## src/rtl/booth_mul_arbiter.sv

```systemverilog
// Round-robin arbiter sharing one sequential start/done Booth multiplier between NREQ requesters,
// with operand capture, result routing back to the owner and a watchdog on the multiplier.
module booth_mul_arbiter #(
  parameter int NREQ    = 4,
  parameter int DW      = 7,
  parameter int TIMEOUT = 64
) (
  input  logic                   clk,
  input  logic                   rst,
  input  logic [NREQ-1:0]        req,
  input  logic [NREQ*DW-1:0]     a_in,
  input  logic [NREQ*DW-1:0]     b_in,
  output logic [NREQ-1:0]        gnt,
  output logic [NREQ-1:0]        rsp_valid,
  output logic signed [2*DW-1:0] rsp_data,
  output logic                   rsp_err,
  output logic                   busy,
  output logic                   mul_start,
  output logic signed [DW-1:0]   mul_a,
  output logic signed [DW-1:0]   mul_b,
  input  logic                   mul_done,
  input  logic signed [2*DW-1:0] mul_result
);

  localparam int IW = (NREQ > 1) ? $clog2(NREQ) : 1;
  localparam int WW = $clog2(TIMEOUT + 1);
  localparam logic [WW-1:0] WD_LAST = WW'(TIMEOUT - 1);

  typedef enum logic [1:0] {IDLE, ISSUE, WAIT, RESP} state_t;

  state_t        state;
  logic [IW-1:0] owner;
  logic [IW-1:0] last;
  logic [IW-1:0] winner;
  logic [WW-1:0] wd;
  logic          low_seen;
  logic          any_req;

  // First requester after the previously served one, wrapping around.
  function automatic logic [IW-1:0] rr_pick(input logic [NREQ-1:0] r, input logic [IW-1:0] l);
    logic [IW-1:0] pick;
    logic [IW-1:0] cand;
    logic          found;
    int            idx;
    pick  = l;
    found = 1'b0;
    for (int i = 1; i <= NREQ; i++) begin
      idx = int'(l) + i;
      if (idx >= NREQ) idx = idx - NREQ;
      cand = IW'(idx);
      if (!found && r[cand]) begin
        pick  = cand;
        found = 1'b1;
      end
    end
    return pick;
  endfunction

  function automatic logic [NREQ-1:0] onehot(input logic [IW-1:0] sel);
    return NREQ'(1) << sel;
  endfunction

  assign any_req = |req;
  assign winner  = rr_pick(req, last);

  always_ff @(posedge clk or posedge rst) begin
    if (rst) begin
      state     <= IDLE;
      gnt       <= '0;
      rsp_valid <= '0;
      rsp_err   <= 1'b0;
      busy      <= 1'b0;
      mul_start <= 1'b0;
      mul_a     <= '0;
      mul_b     <= '0;
      rsp_data  <= '0;
      owner     <= '0;
      last      <= IW'(NREQ - 1);
      wd        <= '0;
      low_seen  <= 1'b0;
    end else begin
      gnt       <= '0;
      rsp_valid <= '0;
      mul_start <= 1'b0;
      case (state)
        IDLE: begin
          if (any_req) begin
            owner     <= winner;
            mul_a     <= a_in[winner*DW +: DW];
            mul_b     <= b_in[winner*DW +: DW];
            gnt       <= onehot(winner);
            mul_start <= 1'b1;
            busy      <= 1'b1;
            state     <= ISSUE;
          end
        end
        ISSUE: begin
          wd       <= '0;
          low_seen <= 1'b0;
          state    <= WAIT;
        end
        WAIT: begin
          // A done level left over from an earlier job only counts after it has been seen low.
          if (!mul_done) low_seen <= 1'b1;
          if (mul_done && low_seen) begin
            rsp_data  <= mul_result;
            rsp_err   <= 1'b0;
            rsp_valid <= onehot(owner);
            state     <= RESP;
          end else if (wd == WD_LAST) begin
            rsp_data  <= '0;
            rsp_err   <= 1'b1;
            rsp_valid <= onehot(owner);
            state     <= RESP;
          end else begin
            wd <= wd + WW'(1);
          end
        end
        RESP: begin
          last  <= owner;
          busy  <= 1'b0;
          state <= IDLE;
        end
        default: state <= IDLE;
      endcase
    end
  end

endmodule

```

## config.mk

```make
export PLATFORM = sky130hd
export DESIGN_NAME = booth_mul_arbiter
export DESIGN_NICKNAME = d
export VERILOG_FILES = /design/src/rtl/booth_mul_arbiter.sv
export SDC_FILE = /design/constraint.sdc
export NUM_CORES = 1
export LEC_CHECK = 0
export ABC_AREA = 0
export ABC_CLOCK_PERIOD_IN_PS = 2600
export CORE_MARGIN = 2
export CORE_UTILIZATION = 42
export DETAILED_ROUTE_END_ITERATION = 7
export MAX_ROUTING_LAYER = met4
export PLACE_DENSITY = 0.86
export SLEW_MARGIN = 20
export SYNTH_ARGS = -nofsm -noshare
export SYNTH_HDL_FRONTEND = slang
export SYNTH_SLANG_ARGS = --single-unit
```

## constraint.sdc

```tcl
create_clock -name clk -period 2.6 [get_ports clk]
set_input_delay 0.39 -clock clk [delete_from_list [all_inputs] [get_ports clk]]
set_output_delay 0.39 -clock clk [all_outputs]
set_load 0.05 [all_outputs]
```

Word-level counts from Yosys, hierarchy flattened
Index checks and enable logic that the tools add are counted.
- register bits after elaboration: 53
- bits of input ports: 77
- output and inout bits: 39
- word-level logic and storage cells: 103
- add/subtract/negate cells: 9
- $mul: 1
- order comparisons: 8
- equal/unequal tests: 9
- shift operators: 4
- mux-type cells: 41
- reduce and logical (&&, ||, !) cells: 18
- operators by type and width (operator ; number):
    $shiftx A28 B6 Y7 ; 2
    $mux W14 ; 2
    $mux W2 ; 11
    $mux W4 ; 5
    $mux W7 ; 2
    $pmux W7 S2 ; 1
    $mux W1 ; 13
    $lt A2 B3 Y1 const B ; 4
    $reduce_and A2 Y1 ; 5
    $ge A3 B3 Y1 const B ; 3
    $bmux W1 S2 ; 4
    $ne A2 B2 Y1 const B ; 4
    $pmux W2 S4 ; 1
    $shl A1 B2 Y4 const A ; 2
    $sub A2 B1 Y2 const B ; 4
    $add A7 B1 Y7 const B ; 1
    $eq A7 B6 Y1 const B ; 1
    $add A2 B2 Y3 const B ; 2
    $reduce_bool A2 Y1 ; 3
    $mul A2 B3 Y5 const B ; 1
    $add A2 B3 Y4 const B ; 1
    $eq A2 B2 Y1 const B ; 2
    $ge A4 B3 Y1 const B ; 1
    $logic_and A1 B1 Y1 ; 4
    8 further kinds ; 11

Depth between registers and ports, before layout
Gate-level depths: netlist of run 1.
- depth after elaboration: 18
- gate-level depth with buffers: 9
- depth with buffers taken out: 7

Worst setup path after synthesis of run 1
Ideal clock, no wire load.
- path type: register to register
- start point: reg state[0]
- end point: reg wd[3]
- library setup time: 124 ps
- arrival time: 1706 ps
- slack: 770 ps
- cell stages (with the launch flop): 9
- path through: dfrtp_1 -> inv_1 -> ha_1 -> and3_1 -> clkbuf_1 -> a41oi_1 -> buf_2 -> a41oi_1 -> a211o_1
- cells in the longest elaborated chain, start to end: 3
- elaborated cells on any way between the ends: 7
- those cells by class: eq/ne: 4; mux: 1; reduce/logical: 2
- RTL lines (element ; line ; source):
    from (decl) ; 31 ; state_t state;
    from (signal assigned) ; 68 ; state <= IDLE;
    from (signal assigned) ; 94 ; state <= ISSUE;
    from (signal assigned) ; 100 ; state <= WAIT;
    $eq A2 B2 Y1 or $eq A2 B1 Y1 (tied branches) ; 85 ; case (state)
    $ne A2 B2 Y1 (no line) or $reduce_bool A2 Y1 (tied branches) ; - ;
    $reduce_and A3 Y1 (no line) ; - ;
    to (signal assigned) ; 116 ; wd <= wd + WW'(1);
    to (decl) ; 35 ; logic [WW-1:0] wd;
Parallel ways exist; a longest one is shown, timed or not.
A chain may end at the register's enable or synchronous reset.

Worst setup path in the final report of run 1
- start point: in req[3]
- end point: reg mul_a[1]
- cells in the longest elaborated chain, start to end: 14
- elaborated cells on any way between the ends: 25
- those cells by class: mul: 1; shift: 1; mux: 15; reduce/logical: 8
- RTL lines (element ; line ; source):
    from (decl) ; 10 ; input logic [NREQ-1:0] req,
    $bmux W1 S2 ; 51 ; if (!found && r[cand]) begin
    $mux W1 (not written as such) ; 51 ;
    $mux W1 ; 51 ;
    $logic_not A1 Y1 ; 51 ;
    $logic_and A1 B1 Y1 ; 51 ;
    $mux W1 ; 51 ;
    $logic_not A1 Y1 ; 51 ;
    $logic_and A1 B1 Y1 ; 51 ;
    $mux W1 ; 51 ;
    $logic_not A1 Y1 ; 51 ;
    $logic_and A1 B1 Y1 ; 51 ;
    $mux W2 ; 51 ;
    $mul A2 B3 Y5 ; 89 ; mul_a <= a_in[winner*DW +: DW];
    $shiftx A28 B6 Y7 ; 89 ;
    to (signal assigned) ; 89 ;
    to (decl) ; 19 ; output logic signed [DW-1:0] mul_a,
Parallel ways exist; a longest one is shown, timed or not. The select of a mux whose other input is x is not followed.

==> results of run 1 <==
==> cell usage in the layout (no fill, tap or decap), types with 4 or more instances in the layout <==
cell type / netlist / layout
a22o_1: 15 / 15
a31oi_1: 4 / 4
ha_1: 5 / 5
nor2_1: 9 / 9
mux2i_1: 30 / 30
buf_4: 0 / 6
inv_1: 7 / 6
clkbuf_8: 0 / 5
dfrtp_1: 51 / 51
clkdlybuf4s50_1: 0 / 115
nand2_1: 27 / 27
o221ai_2: 14 / 14
nand3_1: 5 / 5
==> flip-flops by register name, indices dropped and copies added, names as in the netlist <==
signal     count
busy           1
gnt            4
last           2
low_seen       1
mul_a          7
mul_b          7
mul_start      1
owner          2
rsp_data      14
rsp_err        1
rsp_valid      4
state          2
wd             7
==> cell families (layout without fill, tap and decap cells) <==
kind of cell | Yosys count | count (layout)
compound gates | 55 | 55
fa+ha+maj | 5 | 5
buf+inv | 24 | 140
flops | 53 | 53
mux | 32 | 32
simple gates | 58 | 58
==> layer usage <==
layer	up-vias	part of all wire, %	global-route usage, %
met4	0	1.5	6.452
li1	1067	-	-
met5	-	0	-
met2	64	52	33.12
met3	9	4.5	4.228
met1	1053	42	25.66
==> power by group <==
group | internal, mW | total (mW) | switching, mW
logic | 1.16 | 2.98 | 1.81
registers | 1.16 | 1.39 | 0.227
clock network | 0.189 | 0.462 | 0.273
==> per-stage QoR <==
stage / worst slack [ps] / power, mW
5_1_grt: 364.0 / 5.100
3_3_place_gp: 370.1 / 4.306
3_5_place_dp: 174.9 / 4.391
6_report: 489.3 / 4.823
2_1_floorplan: 769.8 / 3.504
4_1_cts: 507.7 / 4.861
==> layout make-up <==
type | instances | area, um2
fillers | 526 | 2272
clock inverters | 3 | 22.52
repair buffers | 123 | 1236
multi-input cells | 150 | 1216
inverters | 9 | 36.28
well taps | 77 | 96.34
clock buffers | 5 | 68.82
flip-flops and latches | 53 | 1329
==> how the worst max path moves through the flow <==
| stage | start | endpoint | slack [ps] | cells past startpoint |
|---|---|---|---|---|
| after floorplan | state[0] | wd[3] | 770 | 8 |
| after global placement | req[3] | mul_a[1] | 370 | 6 |
| after detailed placement | req[3] | mul_a[1] | 170 | 6 |
| after CTS | req[3] | mul_a[1] | 510 | 6 |
| after global routing | req[3] | mul_a[2] | 360 | 6 |
| final | req[3] | mul_a[1] | 490 | 6 |
==> worst reg2reg max path, stage by stage (launching register included) <==
cell and delay, ps:
dfrtp_1 400, inv_1 80, ha_1 210, and3_1 190, a41oi_1 240, buf_4 290, a41oi_1 140, a211o_1 240
==> out/results.txt, run 1 <==
Clock Latency Late Sink = 310 ps
Final ANT Viol Nets = 0
first-pass GRT wire length = 11.28 mm
fraction of registers with async set/reset = 100.0%
top post-synthesis cells by area = dfrtp_1 (47%), mux2i_1 (11%), o221ai_2 (7.8%)
Syn Inst Count = 227
P&R area growth vs syn = 48.47%
Slew @ Worst Pin = 576.7 ps
reg2reg path depth = 7
critical path, cell by cell = clkdlybuf4s50_1 -> nor4_1 -> nand2b_1 -> inv_4 -> nand2_2 -> o221ai_2
Final Core Density = 63.80%
Reg clk slew, reported paths = 100 ps
minimum clock period = 2111 ps
Mapped Avg Cell Area = 11.88 um2
Synth Area in Compound Gates = 20.18%
H-tree level count = 2
multiplexer share of the synthesized area = 11.97%
final setup fails = 0
Initial Util = 42.97%
clock root cell = clkbuf_8
Syn. warnings = 0
Yosys cell types = 47
RSZ-0062 raised after global routing = no
post-layout instance area = 0.004005 mm2
non-filler cells, final = 420
critical path class = in2reg
number of buffers added for setup after CTS = 0
Placeable Area = 0.006277 mm2
Worst R2R End = wd[3]
Die W = 84.14 um
Relative slew margins = 61.20%
Post-Syn Nets = 309
drt first pass iters = 4
worst r2r src = state[0]
Leak = 1.757 nW
largest net degree at the start of global routing = 33
routability cong. = 0.8780
dominant cell type by area after synthesis = dfrtp_1
CTS max path bufs = 2
fin crit share = 81.18%
EDFF count, synth = 0
Congestion Overflow GR = 0
top post-synthesis cells by count = dfrtp_1 (51), mux2i_1 (30), nand2_1 (27), a22o_1 (15), o221ai_2 (14)
top-count cell post-synth = dfrtp_1
Seq/Total Area, Yosys = 49.26%
CP startpoint kind = input port
Worst VDD drop = 893.5 uV
R2R setup slack = 690 ps
Inst Count DP = 412
FF+latch count, synth = 53
WP buf/inv = 2
DP HPWL = 5.213 mm
Synth top area share = 47.31%
Final Hold Vio Count = 0
vias in the first global route = 2317
antenna cell count = 0
hold_ws = 361.6 ps
DRC viols = 0
PortBufs = 115
initial antenna violation count = 0
Post-CTS Hold Fix Bufs = 0
Die Span Y = 84.14 um
GRT Util Overall = 20.37%
Synth Area in Adders = 2.319%
Via density = 5.221
layout cells sized above 1 = 12.83%
Starting DRT DRC Count = 115
type of the most critical hold path = in2async
Synth Area in XOR/XNOR = 0%
CP arrival = 2290 ps
f_max = 473.8 MHz
post-CTS sizing = 0
# IOs = 116
fin nets = 424
CP Capture Type = flip-flop
largest family of logic cells by synthesized area = compound AO/OA/AOI/OAI gates
ys flop type = dfrtp_1
Die ar. = 0.007080 mm2
vias after detailed routing = 2193
Synth Area in Simple Gates = 10.62%
Placed Area = 0.003914 mm2
Final Skew = 4.971 ps
clock sinks = 53
CP Max Fanout = 16
Rows = 29
slowest stage cell on the critical path = nor4_1
P per Cell Area = 1204 mW/mm2
Cell Area, Synth = 0.002698 mm2
Routed Wire Length = 6.819 mm
CTS Buf Count = 5
outcome = completed
max cap viols = 0
Final Max Tran Viols = 0
Sum Neg Setup Slack = 0 ps
post-DR wirelength/cell = 16.24 um
Critical Path Max Stage Delay = 570 ps
Crit path max-delay family = simple AND/OR/NAND/NOR gates
CTS tree = done
Critical Path RT = 2780 ps
No activity file was read; power rests on OpenSTA's default activity.
==> inputs of run 2 (changes only) <==
ABC_CLOCK_PERIOD_IN_PS = 2100   (was 2600)
clock period = 2.1 ns   (was 2.6 ns; I/O delays follow)
==> out/results.txt, run 2 (synthesis gave the netlist of run 1 again) <==
Final Hold Vio Count = 0 (unchanged)
Comb power frac = 61.4% (was 61.7%)
sequential share of power = 28.4% (was 28.7%)
Final Core Density = 64.74% (was 63.80%)
fin worst setup slack = 240.8 ps (was 489.3 ps)
final setup fails = 0 (unchanged)
pre-CTS setup slack = -40.98 ps (was 174.9 ps)
sw frac = 47.82% (was 47.91%)
layout cells sized above 1 = 13.83% (was 12.83%)
PortBufs = 115 (unchanged)
Crit path max-delay family = compound AO/OA/AOI/OAI gates (was simple AND/OR/NAND/NOR gates)
RSZ-0062 raised after global routing = no (unchanged)
fin nets = 428 (was 424)
type of the most critical hold path = in2async (unchanged)
Placeable Area = 0.006277 mm2 (unchanged)
Routed Wire Length = 6.950 mm (was 6.819 mm)
DP HPWL = 5.045 mm (was 5.213 mm)
Fill cells = 489 (was 526)
Reg clk slew, reported paths = 110 ps (was 100 ps)
Final Max Tran Viols = 0 (unchanged)
Congestion Overflow GR = 0 (unchanged)
DRC viols = 0 (unchanged)
CTS max path bufs = 2 (unchanged)
Final ANT Viol Nets = 0 (unchanged)
Final Skew = 6.075 ps (was 4.971 ps)
max cap viols = 0 (unchanged)
Die ar. = 0.007080 mm2 (unchanged)
Worst VDD drop = 936.3 uV (was 893.5 uV)
critical path, cell by cell = inv_1 -> ha_1 -> and3_1 -> a41oi_1 -> buf_4 -> a41oi_1 -> a211o_1 (was clkdlybuf4s50_1 -> nor4_1 -> nand2b_1 -> inv_4 -> nand2_2 -> o221ai_2)
Clock Latency Late Sink = 310 ps (about the same)
Die Span Y = 84.14 um (unchanged)
Rows = 29 (unchanged)
fin crit share = 88.53%
Critical Path RT = 2310 ps (was 2780 ps)
f_max = 537.9 MHz
initial antenna violation count = 0 (unchanged)
post-CTS sizing = 0 (unchanged)
Int Power = 3.176 mW (was 2.512 mW)
Slew @ Worst Pin = 533.5 ps (was 576.7 ps)
antenna cell count = 0 (unchanged)
vias after detailed routing = 2252 (was 2193)
outcome = completed (unchanged)
CTS Buf Count = 5 (unchanged)
CP startpoint kind = flip-flop (was input port)
P per Cell Area = 1498 mW/mm2 (was 1204 mW/mm2)
WP buf/inv = 2 (unchanged)
number of buffers added for setup after CTS = 0 (unchanged)
P&R area growth vs syn = 50.65% (was 48.47%)
Post-CTS Hold Fix Bufs = 0 (unchanged)
CTS tree = done (unchanged)
non-filler cells, final = 424 (was 420)
GRT Util Overall = 20.19% (was 20.37%)
post-DR wirelength/cell = 16.39 um (was 16.24 um)
CP dominant cell by count = a41oi_1
clock root cell = clkbuf_8 (unchanged)
Clock power frac = 10.2% (was 9.6%)
H-tree level count = 2 (unchanged)
routability cong. = 0.9329 (was 0.8780)
leading cell type in the layout, fill and taps excluded = clkdlybuf4s50_1 (unchanged)
Die W = 84.14 um (unchanged)
number of flip-flops in the largest register = 14 (unchanged)
CP Max Fanout = 19 (was 16)
# IOs = 116 (unchanged)
critical path class = reg2reg (was in2reg)
Biggest register = rsp_data (unchanged)
Tot Pwr = 6.086 mW (was 4.823 mW)
drt first pass iters = 4 (unchanged)
largest net degree at the start of global routing = 39 (was 33)
vias in the first global route = 2223 (was 2317)
slowest stage cell on the critical path = dfrtp_1 (was nor4_1)
Sum Neg Setup Slack = 0 ps (unchanged)
minimum clock period = 1859 ps
most frequent cells in the layout = clkdlybuf4s50_1 (115), dfrtp_1 (51), mux2i_1 (30), nand2_1 (27), a22o_1 (15) (unchanged)
Inst Count DP = 416 (was 412)
Relative slew margins = 64.32% (was 61.20%)
Starting DRT DRC Count = 195 (was 115)
R2R setup slack = 240 ps (was 690 ps)
hold_ws = 287.1 ps (was 361.6 ps)
Leak = 1.798 nW (was 1.757 nW)
Via density = 5.311 (was 5.221)
clock sinks = 53 (unchanged)
net switching power = 2.910 mW (was 2.310 mW)
Placed Area = 0.003969 mm2 (was 0.003914 mm2)
CP arrival = 2070 ps (was 2290 ps)
post-layout instance area = 0.004064 mm2 (was 0.004005 mm2)
Initial Util = 42.97% (unchanged)
first-pass GRT wire length = 11.03 mm (was 11.28 mm)
Critical Path Max Stage Delay = 410 ps (was 570 ps)
CP Capture Type = flip-flop (unchanged)
-- run 2: area by class of cell --
| class | instances | area [um2] | share of cell area [%] |
|---|---|---|---|
| Timing Repair Buffer | 127 | 1291 | 31.77 |
| Multi-Input combinational cell | 150 | 1216 | 29.93 |
| Clock inverter | 3 | 26.28 | 0.6466 |
| Clock buffer | 5 | 68.82 | 1.693 |
| Tap cell | 77 | 96.34 | 2.371 |
| Sequential cell | 53 | 1329 | 32.70 |
| Inverter | 9 | 36.28 | 0.8929 |
-- run 2: layer usage --
metal  routed length [um]  vias to the layer above  track usage, %
met3                  416                       10           4.326
li1                     -                     1072               -
met5                    0                        -               -
met2                 3295                       98           30.23
met1                 3116                     1072           27.78
met4                  121                        0           6.012
-- run 2: power by group through the flow --
stage / combinational, mW / clock, mW / sequential (mW)
after floorplan: 1.60 / 0 / 2.74
after global placement: 3.67 / 0 / 1.73
after detailed placement: 3.75 / 0 / 1.73
after CTS: 3.75 / 0.632 / 1.73
after global routing: 3.96 / 0.675 / 1.79
final: 3.74 / 0.618 / 1.73
-- run 2: final timing paths --
kind	startpoint	depth (start not counted)	end
hold reg to reg	mul_b[0]	2	mul_b[0]
min in group clk	mul_b[0]	2	mul_b[0]
setup / recovery	state[0]	7	wd[3]
max in group asynchronous	rst	3	last[0]
setup reg to reg	state[0]	7	wd[3]
hold / removal	rst	2	rsp_data[12]
